==> src/rtl/imem_boot_loader.sv <==
// imem_boot_loader
// Receives a little-endian byte stream, packs it into 32-bit instruction
// words and writes them to instruction memory while the core is held in
// reset. A word whose low seven bits are zero (the halt opcode) ends the
// load and releases the core; filling the memory without one flags an error.
module imem_boot_loader #(
  parameter int ADDR_W = 8
) (
  input  logic              clk,
  input  logic              reset,
  input  logic              start,
  input  logic              byte_valid,
  input  logic [7:0]        byte_data,
  output logic              byte_ready,
  output logic              imem_we,
  output logic [ADDR_W-1:0] imem_addr,
  output logic [31:0]       imem_wdata,
  output logic              cpu_hold,
  output logic              load_done,
  output logic              load_err,
  output logic [ADDR_W:0]   word_count
);

  typedef enum logic [2:0] {
    IDLE,
    RECV,
    WRITE,
    DONE,
    ERR
  } state_t;

  // Word count of the last addressable word; writing it without a halt
  // opcode means memory is full.
  localparam logic [ADDR_W:0] LAST_WORD   = {1'b0, {ADDR_W{1'b1}}};
  localparam logic [ADDR_W:0] COUNT_STEP  = {{ADDR_W{1'b0}}, 1'b1};
  localparam logic [6:0]      HALT_OPCODE = 7'b0000000;

  state_t      state;
  logic [1:0]  lane;
  // Lanes 0..2 of the word being assembled; lane 3 goes straight into
  // imem_wdata together with these when the word completes.
  logic [23:0] low_bytes;

  // Single state machine: all outputs are registered and set together with
  // the transition into the state that owns them.
  always_ff @(posedge clk) begin
    if (reset) begin
      state      <= IDLE;
      lane       <= 2'd0;
      low_bytes  <= 24'd0;
      byte_ready <= 1'b0;
      imem_we    <= 1'b0;
      imem_addr  <= '0;
      imem_wdata <= 32'd0;
      cpu_hold   <= 1'b1;
      load_done  <= 1'b0;
      load_err   <= 1'b0;
      word_count <= '0;
    end else begin
      case (state)
        IDLE, DONE, ERR: begin
          if (start) begin
            state      <= RECV;
            lane       <= 2'd0;
            byte_ready <= 1'b1;
            cpu_hold   <= 1'b1;
            load_done  <= 1'b0;
            load_err   <= 1'b0;
            word_count <= '0;
          end
        end

        RECV: begin
          // byte_ready is always 1 here, so byte_valid alone means accepted.
          if (byte_valid) begin
            case (lane)
              2'd0: low_bytes[7:0]   <= byte_data;
              2'd1: low_bytes[15:8]  <= byte_data;
              2'd2: low_bytes[23:16] <= byte_data;
              default: begin
                imem_wdata <= {byte_data, low_bytes};
                imem_addr  <= word_count[ADDR_W-1:0];
                imem_we    <= 1'b1;
                byte_ready <= 1'b0;
                state      <= WRITE;
              end
            endcase
            // Wraps from 3 back to 0 as the word completes.
            lane <= lane + 2'd1;
          end
        end

        WRITE: begin
          // The strobe lasts exactly this one cycle.
          imem_we    <= 1'b0;
          word_count <= word_count + COUNT_STEP;
          if (imem_wdata[6:0] == HALT_OPCODE) begin
            state     <= DONE;
            cpu_hold  <= 1'b0;
            load_done <= 1'b1;
          end else if (word_count == LAST_WORD) begin
            state    <= ERR;
            load_err <= 1'b1;
          end else begin
            state      <= RECV;
            byte_ready <= 1'b1;
          end
        end

        default: begin
          state      <= IDLE;
          lane       <= 2'd0;
          byte_ready <= 1'b0;
          imem_we    <= 1'b0;
          cpu_hold   <= 1'b1;
          load_done  <= 1'b0;
          load_err   <= 1'b0;
        end
      endcase
    end
  end

endmodule

==> config.mk <==
export PLATFORM = sky130hd
export DESIGN_NAME = imem_boot_loader
export DESIGN_NICKNAME = d
export VERILOG_FILES = /design/src/rtl/imem_boot_loader.sv
export SDC_FILE = /design/constraint.sdc
export NUM_CORES = 1
export LEC_CHECK = 0
export CAP_MARGIN = 20
export CORE_ASPECT_RATIO = 1.5
export CORE_MARGIN = 2
export CORE_UTILIZATION = 55
export DETAILED_ROUTE_END_ITERATION = 16
export PLACE_DENSITY = 0.85
export SETUP_SLACK_MARGIN = 0.4
export SLEW_MARGIN = 10
export SYNTH_ARGS = -nofsm -noshare
export SYNTH_HDL_FRONTEND = slang
export SYNTH_SLANG_ARGS = --single-unit
==> constraint.sdc <==
create_clock -name clk -period 3.3 [get_ports clk]
set_clock_uncertainty 0.05 [all_clocks]
set_input_delay 0.825 -clock clk [delete_from_list [all_inputs] [get_ports clk]]
set_output_delay 0.825 -clock clk [all_outputs]
set_load 0.005 [all_outputs]
## Word-level counts from Yosys, hierarchy flattened

Index checks and enable logic that the tools add are counted.

| storage, ports and cells | value |
|---|---|
| bits in latches | 0 |
| memories | 0 |
| bits in writable memories | 0 |
| output and inout bits | 54 |
| ROM bits | 0 |
| register bits | 83 |
| logic and storage cells | 78 |
| input port bits | 12 |

| operators by class | value |
|---|---|
| multiplexer cells | 28 |
| divide/modulo/power cells | 0 |
| $lt $le $gt $ge | 0 |
| add/sub/neg operators | 2 |
| bitwise operators | 4 |
| reductions and logical operators | 17 |
| eq/ne operators | 14 |
| multiply operators | 0 |
| shifts and indexed selects | 0 |

Operators by type and width:

| kind | number |
|---|---|
| AND reduction 3 bit | 8 |
| case mux 9 bit (2 select lines) | 1 |
| 2-to-1 mux 3 bit | 5 |
| != test 2 bit, second input constant | 7 |
| 2-to-1 mux 1 bit | 12 |
| case mux 1 bit (3 select lines) | 4 |
| adder 9 x 1 -> 9 bit, second input constant | 1 |
| == test 9 x 8 -> 1 bit, second input constant | 1 |
| 2-to-1 mux 9 bit | 1 |
| case mux 3 bit (3 select lines) | 1 |
| zero test 7 bit | 1 |
| == test 3 x 2 -> 1 bit, second input constant | 2 |
| case mux 2 bit (3 select lines) | 1 |
| OR reduction 3 bit | 2 |
| AND reduction 5 bit | 1 |
| 2-to-1 mux 2 bit | 2 |
| NOT 1 bit | 4 |
| AND reduction 4 bit | 1 |
| == test 3 x 1 -> 1 bit, second input constant | 1 |
| == test 3 bit, second input constant | 1 |
| zero test 3 bit | 1 |
| adder 2 x 1 -> 2 bit, second input constant | 1 |
| == test 2 x 1 -> 1 bit, second input constant | 1 |
| == test 2 bit, second input constant | 1 |
| 4 further kinds | 4 |

## Depth between registers and ports, before layout

Gate-level depths: netlist (run 1).

| depth | value |
|---|---|
| depth after elaboration | 5 |
| depth in mapped cells | 8 |
| mapped depth without buffers | 8 |

## Worst setup path after synthesis (run 1)

No wires, ideal clock.

| path | value |
|---|---|
| path type | input -> register |
| start point | in byte_valid |
| end point | reg state[1] |
| library setup time | 0.128 ns |
| cell stages on the path | 6 |
| slack | 1.273 ns |
| data arrival time | 1.849 ns |
| data required time | 3.122 ns |
| buffers on the path | 1 |
| cell sequence | and4bb_2 and2_1 clkbuf_1 or3_1 a22oi_1 nor2_1 |

| on the way | value |
|---|---|
| word-level cells in the longest chain between the ends | 2 |

Ends and longest elaborated chain:

| element | line | source |
|---|---|---|
| start, declared | 12 | `input logic byte_valid,` |
| != test 2 bit (no line) | -- |  |
| AND reduction 3 bit (no line) | -- |  |
| end signal, assigned | 48 | `state <= IDLE;` |
| end signal, assigned | 63 | `state <= RECV;` |
| end signal, assigned | 85 | `state <= WRITE;` |
| end, declared | 38 | `state_t state;` |

Every way passes these cells.
A chain may end at the register's enable or synchronous reset.

## Worst setup path in the final report (run 1)

| path | value |
|---|---|
| start point | reg word_count[3] |
| end point | out word_count[3] |

RTL lines:

| element | line | source |
|---|---|---|
| start, declared | 21 | `output logic [ADDR_W:0] word_count` |
| start signal, assigned | 96 | `word_count <= word_count + COUNT_STEP;` |

No word-level cell between the ends.

==> results of run 1 <==
[power by group through the flow]
stage | clock network [mW] | registers [mW] | logic, mW
floorplan | 0 | 1.06 | 0.153
global placement | 0 | 1.07 | 0.206
detailed placement | 0 | 1.07 | 0.212
CTS | 0.758 | 1.05 | 0.214
global route | 0.800 | 1.05 | 0.239
finish | 0.759 | 1.05 | 0.216
[flip-flops by register name, indices dropped and copies added (netlist names)]
name and cells:
imem_addr 8, word_count 9, low_bytes 24, imem_wdata 32, imem_we 1, lane 2
cpu_hold 1, load_err 1, state 3, load_done 1, byte_ready 1
[layout make-up]
cell class | count | area, um2
flip-flops and latches | 83 | 1660
fillers | 491 | 1630
multi-input cells | 295 | 1470
repair buffers | 71 | 703
clock buffers | 10 | 138
well taps | 72 | 90.1
clock inverters | 6 | 71.3
inverters | 7 | 26.3
[metal layers]
layer | GRT usage (%) | up-vias
met3 | 4.22 | 24
li1 | - | 1490
met4 | 11.6 | 0
met5 | 0 | -
met2 | 44.6 | 91
met1 | 28.8 | 1404
[cell usage after synthesis]
library cell  count  area [um2]
or3b_1            1        8.76
nand2_1         112         420
o221ai_1          2        17.5
nor2b_1           4        25.0
a21boi_0          1        7.51
o21a_1            3        22.5
a31oi_1           1        6.26
nor3b_1           1        7.51
dfxtp_1          83        1660
ha_1              7        87.6
inv_1             7        26.3
nand3_1          28         140
nor2_1           22        82.6
nand3b_1          4        30.0
o21ai_0           5        25.0
and4bb_2          1        12.5
or3_1             2        12.5
a21oi_1          77         385
a32oi_1           1        8.76
mux2i_1           2        20.0
clkbuf_2          1        5.00
nand4_1           2        12.5
and2_1            1        6.26
or2_0             1        6.26
o22ai_1           1        6.26
and3_1            1        6.26
mux2_2            3        33.8
o21ai_1           1        5.00
buf_2             6        30.0
buf_1             1        3.75
buf_6             2        22.5
xor2_1            1        8.76
nor4_1            1        6.26
a211oi_1          1        7.51
nand2b_1          3        18.8
nor3_1            2        10.0
clkbuf_1         19        71.3
a22oi_1           3        22.5
[metrics by stage]
| stage | instances | hold WS [ns] | instance area [um2] | util (%) | setup slack (ns) |
|---|---|---|---|---|---|
| after global placement | 528 | 0.387 | 3950 | 68.3 | 0.826 |
| after global routing | 544 | 0.424 | 4160 | 71.9 | 0.937 |
| after floorplan | 414 | 0.382 | 3290 | - | 1.27 |
| final | 544 | 0.407 | 4160 | 71.9 | 1.01 |
| after CTS | 544 | 0.409 | 4160 | 71.9 | 1.01 |
| after detailed placement | 528 | 0.393 | 3950 | 68.3 | 0.738 |
[worst max path at each step]
stage                   from        endpoint  slack [ns]
2_1_floorplan     byte_valid        state[1]        1.27
3_3_place_gp      byte_valid  imem_wdata[26]        0.83
3_5_place_dp      byte_valid  imem_wdata[28]        0.74
4_1_cts        word_count[3]   word_count[3]        1.01
5_1_grt                start   word_count[3]        0.94
6_report       word_count[3]   word_count[3]        1.01
[cell families after synthesis]
logic type / share of synthesized area [%]
mux: 1.63
fa+ha+maj: 2.66
compound gates: 15.6
buf+inv: 4.83
simple gates: 24.5
xor+xnor: 0.266
flops: 50.5
==> impl_metrics.tcl, run 1 <==
set metrics [dict create \
    io_buffer_count 65 \
    routedWlPerCell_um 14.6 \
    row_count 34 \
    pwr-share-clk_pct 37.5 \
    required_ns 2.42 \
    syn_to_final_growth_pct 26.4 \
    clk_latency_ns 0.36 \
    drt-total-wl_mm 7.97 \
    met3_length_um 356 \
    reg2regPathDepth 4 \
    worstPathArrival_ns 1.42 \
    cts_resized 0 \
    holdPathEnd "imem_wdata[18]" \
    first_pass_iters 4 \
    grt_overflow_total 0 \
    via_count 3009 \
    synth-seq-area-share_pct 50.5 \
    status "complete, no violations" \
    cp-end-kind "primary output" \
    timing.final.max_slew_violations 0 \
    place_congestion 0.849 \
    cts_sinks 83 \
    peakVddDrop_mv 0.334 \
    power_mw 2.02 \
    rrSetupSlack_ns 1.28 \
    worstHoldPathType "reg2reg" \
    crit_type "reg2out" \
    grt_setup_unrepaired "no" \
    start_kind "flip-flop" \
    hold_buffers 0 \
    synthCells 414 \
    period_share_pct 69.5 \
    worst_slew_pin_slew_ns 0.854 \
    grt_pass1_wl_mm 12.9 \
    top_layer_used "met4" \
    syn-num-nets 433 \
    h-tree-depth 3 \
    power_leakage_nw 1.40 \
    fmax_mhz 436 \
    netSwitchingPower_mw 0.533 \
    yosysWarnings 0 \
    hold_viol 0 \
    path_cells "clkdlybuf4s50_1" \
    die_width_um 67.2 \
    synth_cell_types 38 \
    postCtsSetupRepairBufs 0 \
    track_usage_pct 25.3 \
    wl_met2_mm 4.07 \
    dp_hpwl_mm 5.33 \
    mostFrequentLayoutCells "112 x nand2_1, 83 x dfxtp_1, 77 x a21oi_1" \
    layout_commonest_cell "nand2_1" \
    power_density_nw_per_um2 487 \
    cts_buffer_depth 2 \
    r2r_start "state[1]" \
    setup_tns_ns 0 \
    synth.avg_cell_area_um2 7.95 \
    switching_share_pct 26.3 \
    ant_nets 0 \
    period_minus_slack_ns 2.29 \
    routed_via_density 5.53 \
    cts_root_buf "clkbuf_8" \
    drtIter0Drc 254 \
    cts_tree "done" \
    max_slew_margin_pct 43.1 \
    post-route-drc-count 0 \
    top_level_ports 66 \
    dieArea_um2 6630 \
    core_um2 5790 \
    synth_area_um2 3290 \
    slowest_delay_ns 0.57 \
    dieHeight_um 98.7 \
    setup_viol 0 \
    met1_length_mm 3.31 \
    worstHoldStart "low_bytes[18]" \
    timing.rr.end "word_count[7]" \
    pwr-share-comb_pct 10.7 \
    cts_buffers 9 \
    critPathSlowestCell "clkdlybuf4s50_1" \
    nNetsFinal 486 \
    grt_start_max_net_pins 47 \
    cp_max_fo 9 \
    p_int_mw 1.49 \
    antenna_found_initial 0 \
    antenna_cells 0 \
    maxCapViolations 0 \
    synth-seq-cells 83 \
    grt_pass1_vias 2871 \
    seqPwrFrac_pct 51.8 \
    crit_cells 1 \
    clkSlewWorstSetupHoldPaths_ns 0.09 \
    drive_above_1_share_pct 5.72 \
    hold_path_depth 2 \
    cp_num_buf_inv 1 \
    cp_top_family "buffers and inverters" \
    start_util_pct 56.9 \
]
Power figures use the tool's default switching activity.
==> run 2: changes to the inputs <==
--- a/config.mk
+++ b/config.mk
@@ -8,9 +8,9 @@
 export CAP_MARGIN = 20
 export CORE_ASPECT_RATIO = 1.5
 export CORE_MARGIN = 2
-export CORE_UTILIZATION = 55
+export CORE_UTILIZATION = 46
 export DETAILED_ROUTE_END_ITERATION = 16
-export PLACE_DENSITY = 0.85
+export PLACE_DENSITY = 0.75
 export SETUP_SLACK_MARGIN = 0.4
 export SLEW_MARGIN = 10
 export SYNTH_ARGS = -nofsm -noshare
==> constraint.sdc (replaced) <==
create_clock -name clk -period 1.85 [get_ports clk]
set_clock_uncertainty 0.05 [all_clocks]
set_input_delay 0.4625 -clock clk [delete_from_list [all_inputs] [get_ports clk]]
set_output_delay 0.4625 -clock clk [all_outputs]
set_load 0.005 [all_outputs]
==> run 2 against run 1 <==
Net effect:
- combinational power grew to 2.8 times the previous value
- count of clock-buffer cells in the layout grew 1
- critical path depth grew 3
- via count grew 9.3%
- largest power group unchanged
- critical path type is now reg2reg
- core utilization grew 0.10 points
- global-route usage shrank 0.93 points
- hold slack lost 0.010 ns
==> impl_metrics.tcl, run 2 (synthesis results as in run 1) <==
set metrics [dict create \
    power_density_nw_per_um2 774 \
    cts_buffers 9 \
    ant_nets 0 \
    post-route-drc-count 0 \
    cp_max_fo 6 \
    period_share_pct 88.0 \
    status "complete, no violations" \
    place_inst 554 \
    multi_input_area_um2 1700 \
    timing.final.max_slew_violations 0 \
    io_buffer_count 65 \
    top_register "imem_wdata" \
    peakVddDrop_mv 0.418 \
    grt_pass1_wl_mm 14.8 \
    place_congestion 0.865 \
    dieHeight_um 108 \
    via_count 3290 \
    place_area_um2 4140 \
    power_leakage_nw 1.89 \
    period_minus_slack_ns 1.63 \
    nFillCells 501 \
    layout_commonest_cell "nand2_1" \
    clk_latency_ns 0.36 \
    setup_viol 0 \
    hold_viol 0 \
    required_ns 2.10 \
    drtIter0Drc 259 \
    largest_register_ff_count 32 \
    worst_slew_pin_slew_ns 0.437 \
    nNetsFinal 540 \
    drive_above_1_share_pct 35.2 \
    max_slew_margin_pct 70.7 \
    drt-total-wl_mm 9.61 \
    worstHoldPathType "reg2reg" \
    grt_setup_unrepaired "yes" \
    die_width_um 73.1 \
    cts_buffer_depth 2 \
    grt_overflow_total 0 \
    maxCapViolations 0 \
    crit_type "reg2reg" \
    worstPathArrival_ns 1.88 \
    track_usage_pct 24.3 \
    syn_to_final_growth_pct 51.0 \
    clkSlewWorstSetupHoldPaths_ns 0.09 \
    first_pass_iters 5 \
    routed_via_density 5.45 \
    dieArea_um2 7860 \
    grt_pass1_vias 3133 \
    cp-end-kind "flip-flop" \
    antenna_cells 0 \
    stdcell_count 604 \
    fin_area_um2 4970 \
    worst_slack_ns 0.222 \
    cts_tree "done" \
    row_count 37 \
    cts_root_buf "clkbuf_8" \
    antenna_found_initial 0 \
    cts_sinks 83 \
    regArea_um2 1750 \
    h-tree-depth 3 \
    core_um2 6900 \
    start_util_pct 47.7 \
    power_mw 3.84 \
    hold_buffers 0 \
    finish.utilization_pct 72.0 \
    mostFrequentLayoutCells "108 x nand2_1, 71 x a21oi_1, 46 x dfxtp_2" \
    fmax_mhz 614 \
    top_level_ports 66 \
    grt_start_max_net_pins 42 \
    reg.largest.list "imem_wdata (32), low_bytes (24), word_count (9)" \
    start_kind "flip-flop" \
    dp_hpwl_mm 5.60 \
    routedWlPerCell_um 15.9 \
    dp_slack_ns -0.166 \
]
-- run 2: final cells by class --
type	count	share of cell area, %
flip-flops and latches	83	35.1
multi-input cells	295	34.2
repair buffers	125	23.9
clock buffers	11	3.05
well taps	78	1.96
clock inverters	5	1.21
inverters	7	0.529
-- run 2: what timing repair did --
item / CTS / global route
cloned: 2 / 0
setup endpoints to repair: 134 / 80
pin swaps: 12 / 10
resized for setup: 220 / 60
buffers inserted: 24 / 8
hold endpoints to repair: 0 / 0
-- run 2: path summary, 6_finish.rpt --
path / endpoint / cells past startpoint / startpoint / slack [ns]
worst min-delay path: imem_wdata[11] / 2 / low_bytes[11] / 0.40
worst max register to register: word_count[7] / 4 / state[2] / 0.22
worst min register to register: imem_wdata[11] / 2 / low_bytes[11] / 0.40
worst max-delay path: word_count[7] / 4 / state[2] / 0.22
-- run 2: report_power, final --
part           internal (mW)  switching, mW
Combinational          0.286          0.314
Sequential              1.83         0.0403
Clock                  0.702          0.676
-- run 2: stage by stage --
step	hold WS, ns	TNS, ns
after floorplan	0.382	0
after global routing	0.414	0
after detailed placement	0.392	-6.50
after global placement	0.389	-4.30
after CTS	0.396	0
final	0.397	0
-- run 2: worst max-delay path, cell delays in order (launching register included) --
cell     delay [ns]
dfxtp_4        0.38
or3b_4         0.46
or2_1          0.24
or3_1          0.32
a21oi_2        0.12
-- run 2: metal layers --
metal  vias up  wire, um  part of all wire [%]  global-route usage [%]
met3        31       440                   4.6                    3.09
met2       121      5130                    53                    42.7
li1       1599         -                     -                       -
met4         0       362                   3.8                    13.4
met1      1539      3680                    38                    27.7
met5         -         0                     0                       0
==> run 3: changes to the inputs <==
--- a/config.mk
+++ b/config.mk
@@ -7,7 +7,7 @@
 export LEC_CHECK = 0
 export CAP_MARGIN = 20
 export CORE_ASPECT_RATIO = 1.5
-export CORE_MARGIN = 2
+export CORE_MARGIN = 3
 export CORE_UTILIZATION = 46
 export DETAILED_ROUTE_END_ITERATION = 16
 export PLACE_DENSITY = 0.75
==> run 3 against run 2 <==
Net effect:
- die area rose by 4.6%
- count of clock-buffer cells in the layout did not move
- hold slack improved by 0.0057 ns
- largest power group unchanged
- design area rose by 7.0%
- critical path type unchanged
- clock power fell by 6%
- via count rose by 4.6%
- final cell count rose by 0.83%
==> impl_metrics.tcl, run 3 (synthesis results as in run 1) <==
set metrics [dict create \
    dieHeight_um 110 \
    cp_max_fo 5 \
    largest_register_ff_count 32 \
    timing.final.max_slew_violations 0 \
    power_mw 3.78 \
    fmax_mhz 610 \
    holdPathEnd "imem_wdata[23]" \
    cp_top_family "simple AND/OR/NAND/NOR gates" \
    place_congestion 0.854 \
    peakVddDrop_mv 0.777 \
    io_buffer_count 65 \
    row_count 37 \
    die_width_um 75.1 \
    drt-total-wl_mm 11.0 \
    cp_num_buf_inv 0 \
    syn_to_final_growth_pct 61.5 \
    h-tree-depth 3 \
    maxCapViolations 0 \
    path_cells "or3b_4 > or2_1 > or3_1 > a21oi_1" \
    dp_hpwl_mm 5.63 \
    routed_via_density 5.65 \
    clk_latency_ns 0.37 \
    slowest_delay_ns 0.42 \
    core_um2 6900 \
    top_register "imem_wdata" \
    drive_above_1_share_pct 44.4 \
    grt_pass1_vias 3168 \
    via_count 3441 \
    antenna_cells 0 \
    reg2regPathDepth 4 \
    hold_path_depth 2 \
    cp-end-kind "flip-flop" \
    worstHoldStart "low_bytes[23]" \
    power_density_nw_per_um2 712 \
    layout_commonest_cell "nand2_1" \
    start_kind "flip-flop" \
    cts_tree "done" \
    power_leakage_nw 2.12 \
    start_util_pct 47.7 \
    cts_sinks 83 \
    ant_nets 0 \
    antenna_found_initial 0 \
    finish.utilization_pct 77.0 \
    grt_start_max_net_pins 41 \
    routedWlPerCell_um 18.1 \
    nNetsFinal 545 \
    grt_pass1_wl_mm 14.7 \
    max_slew_margin_pct 71.1 \
    dieArea_um2 8230 \
    period_minus_slack_ns 1.64 \
    rrSetupSlack_ns 0.21 \
    first_pass_iters 5 \
    critPathSlowestCell "or3b_4" \
    hold_buffers 0 \
    track_usage_pct 23.6 \
    grt_overflow_total 0 \
    worstHoldPathType "reg2reg" \
    worstPathArrival_ns 1.89 \
    r2r_start "state[1]" \
    required_ns 2.10 \
    reg.largest.list "imem_wdata (32), low_bytes (24), word_count (9)" \
    worst_slew_pin_slew_ns 0.433 \
    grt_setup_unrepaired "yes" \
    timing.rr.end "word_count[7]" \
    hold_viol 0 \
    setup_viol 0 \
    status "complete, no violations" \
    cts_buffers 9 \
    cts_root_buf "clkbuf_8" \
    drtIter0Drc 308 \
    mostFrequentLayoutCells "86 x nand2_1, 54 x a21oi_1, 48 x dfxtp_2" \
    crit_type "reg2reg" \
    clkSlewWorstSetupHoldPaths_ns 0.08 \
    top_level_ports 66 \
    cts_buffer_depth 2 \
    post-route-drc-count 0 \
    period_share_pct 88.7 \
]
## run 3: changes by cell type in the layout (fill, tap and decap cells not counted), moves of 3 or more
| cell | change |
|---|---|
| buf_8 | +5 |
| nand2_2 | +6 |
| buf_2 | +3 |
| o21ai_2 | +3 |
| buf_6 | -11 |
| a21oi_1 | -17 |
| nand2_1 | -22 |
| a21oi_2 | +17 |
| nand2_4 | +16 |
| clkbuf_16 | +6 |
## run 3: worst max-delay path by stage
| stage | startpoint | to | slack (ns) | cells past startpoint |
|---|---|---|---|---|
| after detailed placement | start | word_count[3] | -0.18 | 6 |
| after floorplan | state[2] | word_count[7] | 0.19 | 6 |
| after CTS | state[0] | word_count[7] | 0.25 | 4 |
| final | state[1] | word_count[7] | 0.21 | 4 |
| after global routing | state[0] | load_done | 0.16 | 6 |
| after global placement | byte_valid | state[1] | -0.13 | 6 |
## run 3: timing repair
item | in CTS | in global routing
cloned | 1 | 9
resized for setup | 222 | 117
pin swaps | 16 | 49
setup endpoints to repair | 135 | 76
setup buffers | 22 | 8
## run 3: worst min-delay path: stages (launching register included)
cell	delay [ns]
dfxtp_1	0.32
nand2_1	0.05
a21oi_1	0.05
## run 3: through the flow
step	hold WS (ns)	setup slack [ns]	cells	TNS (ns)	cell area (um2)
global route	0.415	0.156	609	0	5310
detailed placement	0.397	-0.183	553	-7.40	4140
finish	0.402	0.210	609	0	5310
global placement	0.390	-0.133	553	-4.75	4140
CTS	0.402	0.247	592	0	4680
floorplan	0.382	0.191	414	0	3330
## run 3: power breakdown
part | switching (mW) | leakage, nW | total (mW) | internal [mW]
registers | 0.0423 | 0.697 | 1.87 | 1.83
logic | 0.329 | 1.32 | 0.613 | 0.284
clock network | 0.645 | 0.0991 | 1.30 | 0.654
## run 3: area by class of cell
class	count	area [um2]
fill	468	1580
sequential	83	1740
multi-input combinational	295	1940
timing repair buffer	130	1320
tap	78	97.6
clock inverter	5	52.6
clock buffer	11	141
inverter	7	26.3
## run 3: metal layers
| layer | wire length (um) | global-route usage, % |
|---|---|---|
| met1 | 3860 | 25.7 |
| met2 | 5970 | 41.7 |
| met3 | 635 | 3.57 |
| met4 | 569 | 14.0 |
| met5 | 0 | 0 |
